--- src/rtl/complex_adaptive_kalman_params.svh ---
// Shared sizing constants for the complex adaptive Kalman filter datapath.
`ifndef COMPLEX_ADAPTIVE_KALMAN_PARAMS_SVH
`define COMPLEX_ADAPTIVE_KALMAN_PARAMS_SVH

localparam int FXP_WIDTH     = 16;
localparam int FILTER_LENGTH = 8;
localparam int NUM_CH        = 2;
localparam int TAP_BUS_W     = NUM_CH * FILTER_LENGTH * FXP_WIDTH;

`endif

--- src/rtl/tap_window_buffer_pkg.sv ---
// Types and helpers shared by the tap window buffer and its consumers.
package tap_window_buffer_pkg;

    `include "complex_adaptive_kalman_params.svh"

    typedef logic [TAP_BUS_W-1:0] tap_window_t;

    // LSB position of tap k of channel c inside a packed window bus.
    function automatic int tap_index(input int c, input int k,
                                     input int depth  = FILTER_LENGTH,
                                     input int data_w = FXP_WIDTH);
        return (c * depth + k) * data_w;
    endfunction

endpackage

--- src/rtl/tap_window_buffer_tap_shift_lane.sv ---
// One channel's tap delay line; tap 0 holds the newest sample.
module tap_shift_lane #(
    parameter int DATA_W = 16,
    parameter int DEPTH  = 4
) (
    input  logic                    clk,
    input  logic                    rst_n,
    input  logic                    clr,
    input  logic                    shift_en,
    input  logic [DATA_W-1:0]       din,
    output logic [DEPTH*DATA_W-1:0] taps_out
);

    logic [DATA_W-1:0] r_taps [DEPTH];

    always_ff @(posedge clk or negedge rst_n) begin
        if (!rst_n) begin
            for (int k = 0; k < DEPTH; k++) r_taps[k] <= '0;
        end else if (clr) begin
            for (int k = 0; k < DEPTH; k++) r_taps[k] <= '0;
        end else if (shift_en) begin
            r_taps[0] <= din;
            for (int k = 1; k < DEPTH; k++) r_taps[k] <= r_taps[k-1];
        end
    end

    generate
        for (genvar gi = 0; gi < DEPTH; gi++) begin : g_tap_out
            assign taps_out[gi*DATA_W +: DATA_W] = r_taps[gi];
        end
    endgenerate

endmodule

--- src/rtl/tap_window_buffer.sv ---
// Multi-channel tap window buffer with ready/valid flow control and strided
// window emission once every tap holds accepted data.
module tap_window_buffer #(
    parameter int DATA_W   = tap_window_buffer_pkg::FXP_WIDTH,
    parameter int DEPTH    = tap_window_buffer_pkg::FILTER_LENGTH,
    parameter int NUM_CH   = tap_window_buffer_pkg::NUM_CH,
    parameter int STRIDE_W = 4
) (
    input  logic                           clk,
    input  logic                           rst_n,
    input  logic                           in_valid,
    output logic                           in_ready,
    input  logic [NUM_CH*DATA_W-1:0]       in_data,
    input  logic                           flush,
    input  logic [STRIDE_W-1:0]            cfg_stride,
    output logic                           out_valid,
    input  logic                           out_ready,
    output logic [NUM_CH*DEPTH*DATA_W-1:0] out_data,
    output logic                           primed
);

    import tap_window_buffer_pkg::*;

    localparam int FILL_W = $clog2(DEPTH + 1);

    logic [FILL_W-1:0]   r_fill;
    logic [STRIDE_W-1:0] r_ph;
    logic [STRIDE_W-1:0] r_stride;
    logic                r_out_valid;

    logic w_acc;
    logic w_primed;
    logic w_priming;
    logic w_emit;

    assign in_ready  = !flush && (!r_out_valid || out_ready);
    assign w_acc     = in_valid && in_ready;
    assign w_primed  = (r_fill == FILL_W'(DEPTH));
    assign w_priming = w_acc && (r_fill == FILL_W'(DEPTH - 1));
    assign w_emit    = w_priming || (w_acc && w_primed && (r_ph == r_stride));

    assign out_valid = r_out_valid;
    assign primed    = w_primed;

    always_ff @(posedge clk or negedge rst_n) begin
        if (!rst_n) begin
            r_fill      <= '0;
            r_ph        <= '0;
            r_stride    <= '0;
            r_out_valid <= 1'b0;
        end else if (flush) begin
            r_fill      <= '0;
            r_ph        <= '0;
            r_stride    <= cfg_stride;
            r_out_valid <= 1'b0;
        end else begin
            if (w_acc && !w_primed) r_fill <= r_fill + FILL_W'(1);

            // Phase only advances on accepts after the window is full.
            if (w_priming) begin
                r_ph <= '0;
            end else if (w_acc && w_primed) begin
                r_ph <= (r_ph == r_stride) ? '0 : r_ph + STRIDE_W'(1);
            end

            if (w_emit) begin
                r_out_valid <= 1'b1;
            end else if (r_out_valid && out_ready) begin
                r_out_valid <= 1'b0;
            end
        end
    end

    generate
        for (genvar gi = 0; gi < NUM_CH; gi++) begin : g_lane
            tap_shift_lane #(
                .DATA_W (DATA_W),
                .DEPTH  (DEPTH)
            ) u_lane (
                .clk      (clk),
                .rst_n    (rst_n),
                .clr      (flush),
                .shift_en (w_acc),
                .din      (in_data[gi*DATA_W +: DATA_W]),
                .taps_out (out_data[tap_index(gi, 0, DEPTH, DATA_W) +: DEPTH*DATA_W])
            );
        end
    endgenerate

endmodule

--- config.mk ---
export PLATFORM = sky130hd
export DESIGN_NAME = tap_window_buffer
export DESIGN_NICKNAME = d
export VERILOG_FILES = /design/src/rtl/tap_window_buffer_pkg.sv /design/src/rtl/tap_window_buffer_tap_shift_lane.sv /design/src/rtl/tap_window_buffer.sv
export VERILOG_INCLUDE_DIRS = /design/src /design/src/rtl
export SDC_FILE = /design/constraint.sdc
export NUM_CORES = 1
export LEC_CHECK = 0
export ABC_AREA = 1
export CAP_MARGIN = 20
export CORE_AREA = 4 4 159 161
export DETAILED_ROUTE_END_ITERATION = 8
export DIE_AREA = 0 0 163 165
export MAX_ROUTING_LAYER = met4
export PLACE_DENSITY = 0.76
export SYNTH_ARGS = -nofsm -noshare
export SYNTH_HDL_FRONTEND = slang
export SYNTH_SLANG_ARGS = --single-unit
--- constraint.sdc ---
create_clock -name clk -period 1.25 [get_ports clk]
set_input_delay 0.25 -clock clk [delete_from_list [all_inputs] [get_ports clk]]
set_output_delay 0.25 -clock clk [all_outputs]
set_load 0.03 [all_outputs]
==> run summary <==
Via count -> 10.9k
#FFs+latches synth -> 269
Commonest non-fill, non-tap cell in the layout -> dfrtp_1
Antenna cells -> 0
Synth Cell Area -> 10100 um2
Starting Density -> 42.1%
Antenna violations before repair -> 0
Io pins -> 300
Fin crit share -> 146%
CTS tree -> built
Clk_lat worst skew -> 0.55 ns
Final hold violations -> 0
Fmax -> 547 MHz
Clock share of power -> 42.1%
DR pass1 iterations -> 5
Die area -> 26900 um2
Sw Ratio -> 27.5%
CP max FO -> 2
Final Max Tran Viols -> 0
CTS Root Cell -> clkbuf_16
# setup viols final -> 524
Cell variety after synth -> 19
Placed wire-length estimate -> 22.0 mm
Chip height -> 165 um
WHS -> 0.232 ns
CTS sink cnt -> 269
Register area share after synthesis -> 66.8%
NetSw -> 6.29 mW
Vias in the first global route -> 11.1k
Core Region -> 24000 um2
Rows -> 57
Global-route wire length before repair -> 68.6 mm
Syn Area/Cell -> 10.6 um2
Failing checks -> setup timing
Final setup margin -> -0.579 ns
Leak -> 9.32 nW
Least-Margin Pin Slew -> 0.497 ns
Die width -> 163 um
CP Data Required Time -> 1.00 ns
Seq pwr share -> 39.8%
Max-slew headroom -> 66.9%
Fin nets -> 1555
DRC -> 0
Worst min path class -> input pin to async pin
Largest net degree at the start of global routing -> 42
CTS clk-pin slew, worst paths -> 0.07 ns
GR Util All Layers -> 34.5%
Gr ovfl total -> 0
Minimum clock period after layout -> 1.83 ns
Pwr dens -> 1070 nW/um2
Cells after synthesis -> 954
Unrepaired setup endpoints after global routing -> yes
Setup WS pre-CTS -> -0.509 ns
Crit Path Class -> flop to output pin
Comb power frac -> 18.1%
H-tree levels -> 1
Worst EP arrival -> 1.58 ns
Ratio of cells with drive above 1 in the final layout -> 60.1%
DRT iter0 DRCs -> 959
Max Buffers Root-to-Sink -> 3
Cts bufs inserted -> 28
Mapped Nets -> 998
Vias/cell -> 5.86
Number of antenna-violating nets in the routed design -> 0
Most frequent cells in the layout -> 265 x dfrtp_1, 251 x buf_6, 234 x inv_1
Startpoint types -> flop
Area delta synth->final -> 111%
Max-Cap Viols -> 0
P_int -> 16.6 mW
RePlAce Congestion -> 0.843
Post-layout util -> 88.8%
IO Port Bufs -> 299
Peak VDD IR -> 1190 uV
Synth warn -> 0
Outcome -> complete, but fails checks
Clk_skew -> 0.0167 ns
Final WL -> 55.0 mm
Worst Setup End Kind -> output pin
Routed WL per cell -> 29.6 um
Pwr Total -> 22.9 mW
-- flip-flops by register name (all words and copies together), names as in the netlist --
signal / flops
r_fill: 4
r_stride: 4
r_ph: 4
g_lane.u_lane.taps_out: 256
out_valid: 1
-- layer usage --
| layer | track usage, % | wire [um] | up-vias |
|---|---|---|---|
| li1 | - | - | 4292 |
| met1 | 38.1 | 19000 | 5524 |
| met2 | 58.4 | 27400 | 809 |
| met3 | 9.38 | 5150 | 249 |
| met4 | 16.3 | 3460 | 0 |
| met5 | - | 0 | - |
-- power groups by stage --
stage	clock, mW	sequential, mW	combinational, mW
after floorplan	0	9.53	0.642
after global placement	0	9.18	1.93
after detailed placement	0	9.19	1.96
after CTS	9.30	9.06	3.38
after global routing	10.0	9.10	4.25
final	9.62	9.10	4.14
-- cell families after synthesis --
| logic type | count (synthesis) | share of synthesized area, % |
|---|---|---|
| buffers and inverters | 300 | 11.9 |
| AOI/OAI and AO/OA | 272 | 15.9 |
| DFF | 269 | 66.8 |
| and+or+nand+nor | 107 | 4.74 |
| xor gates and xnor gates | 3 | 0.261 |
| adders and majority gates | 3 | 0.372 |
-- path summary, 6_finish.rpt --
check                                          startpoint                        endpoint  slack (ns)  depth (start not counted)
hold reg to reg            g_lane[0].u_lane.taps_out[113]  g_lane[0].u_lane.taps_out[113]        0.55                          2
setup reg to reg                                r_fill[1]                         r_ph[1]       -0.58                         12
max in group asynchronous                           rst_n   g_lane[1].u_lane.taps_out[10]        0.42                          3
setup / recovery                                r_fill[1]                          primed       -0.58                          6
min in group clk                              in_data[17]    g_lane[1].u_lane.taps_out[1]        0.28                          3
hold / removal                                      rst_n  g_lane[1].u_lane.taps_out[119]        0.23                          2
-- area by class of cell --
cell class / count / area (um2)
Clock inverter: 11 / 205
Tap cell: 324 / 405
Fill cell: 784 / 2690
Sequential cell: 269 / 6740
Clock buffer: 41 / 821
Inverter: 240 / 920
Multi-Input combinational cell: 387 / 4810
Timing Repair Buffer: 585 / 7380
-- cells in the mapped netlist --
| master | count | area share [%] |
|---|---|---|
| dfrtp_1 | 269 | 67 |
| inv_1 | 238 | 8.9 |
| o22ai_1 | 192 | 12 |
| o21ai_0 | 75 | 3.7 |
| nand2_1 | 56 | 2.1 |
| buf_2 | 44 | 2.2 |
| nand3_1 | 40 | 2.0 |
| clkbuf_1 | 10 | 0.37 |
| buf_4 | 6 | 0.45 |
| nor2_1 | 5 | 0.19 |
| nand4_1 | 4 | 0.25 |
| ha_1 | 3 | 0.37 |
| xor2_1 | 3 | 0.26 |
| a21oi_1 | 2 | 0.099 |
| a31oi_1 | 2 | 0.12 |
| inv_2 | 2 | 0.074 |
| nand2_2 | 1 | 0.062 |
| nand3_4 | 1 | 0.17 |
| o31ai_1 | 1 | 0.074 |
-- what timing repair did --
action,4_1_cts,5_1_grt
hold buffers,1,0
gates resized for setup,566,342
buffers inserted,107,96
pin swaps,10,13
endpoints found under the setup margin,520,524
hold endpoints to repair,269,0
cloned,49,9
-- metrics by stage --
stage | TNS, ns | cells | area [um2]
2_1_floorplan | -3.75 | 954 | 10200
3_3_place_gp | -114.31 | 1568 | 13500
3_5_place_dp | -119.12 | 1568 | 13500
4_1_cts | -142.79 | 1775 | 19100
5_1_grt | -128.32 | 1857 | 21300
6_report | -114.49 | 1857 | 21300
-- worst max-delay path: stages (launching register included) --
cell and delay, ns:
dfrtp_1 0.41, inv_2 0.10, ha_4 0.14, nand3_4 0.07
buf_6 0.14, inv_4 0.06, buf_6 0.12
Power figures use the tool's default switching activity.
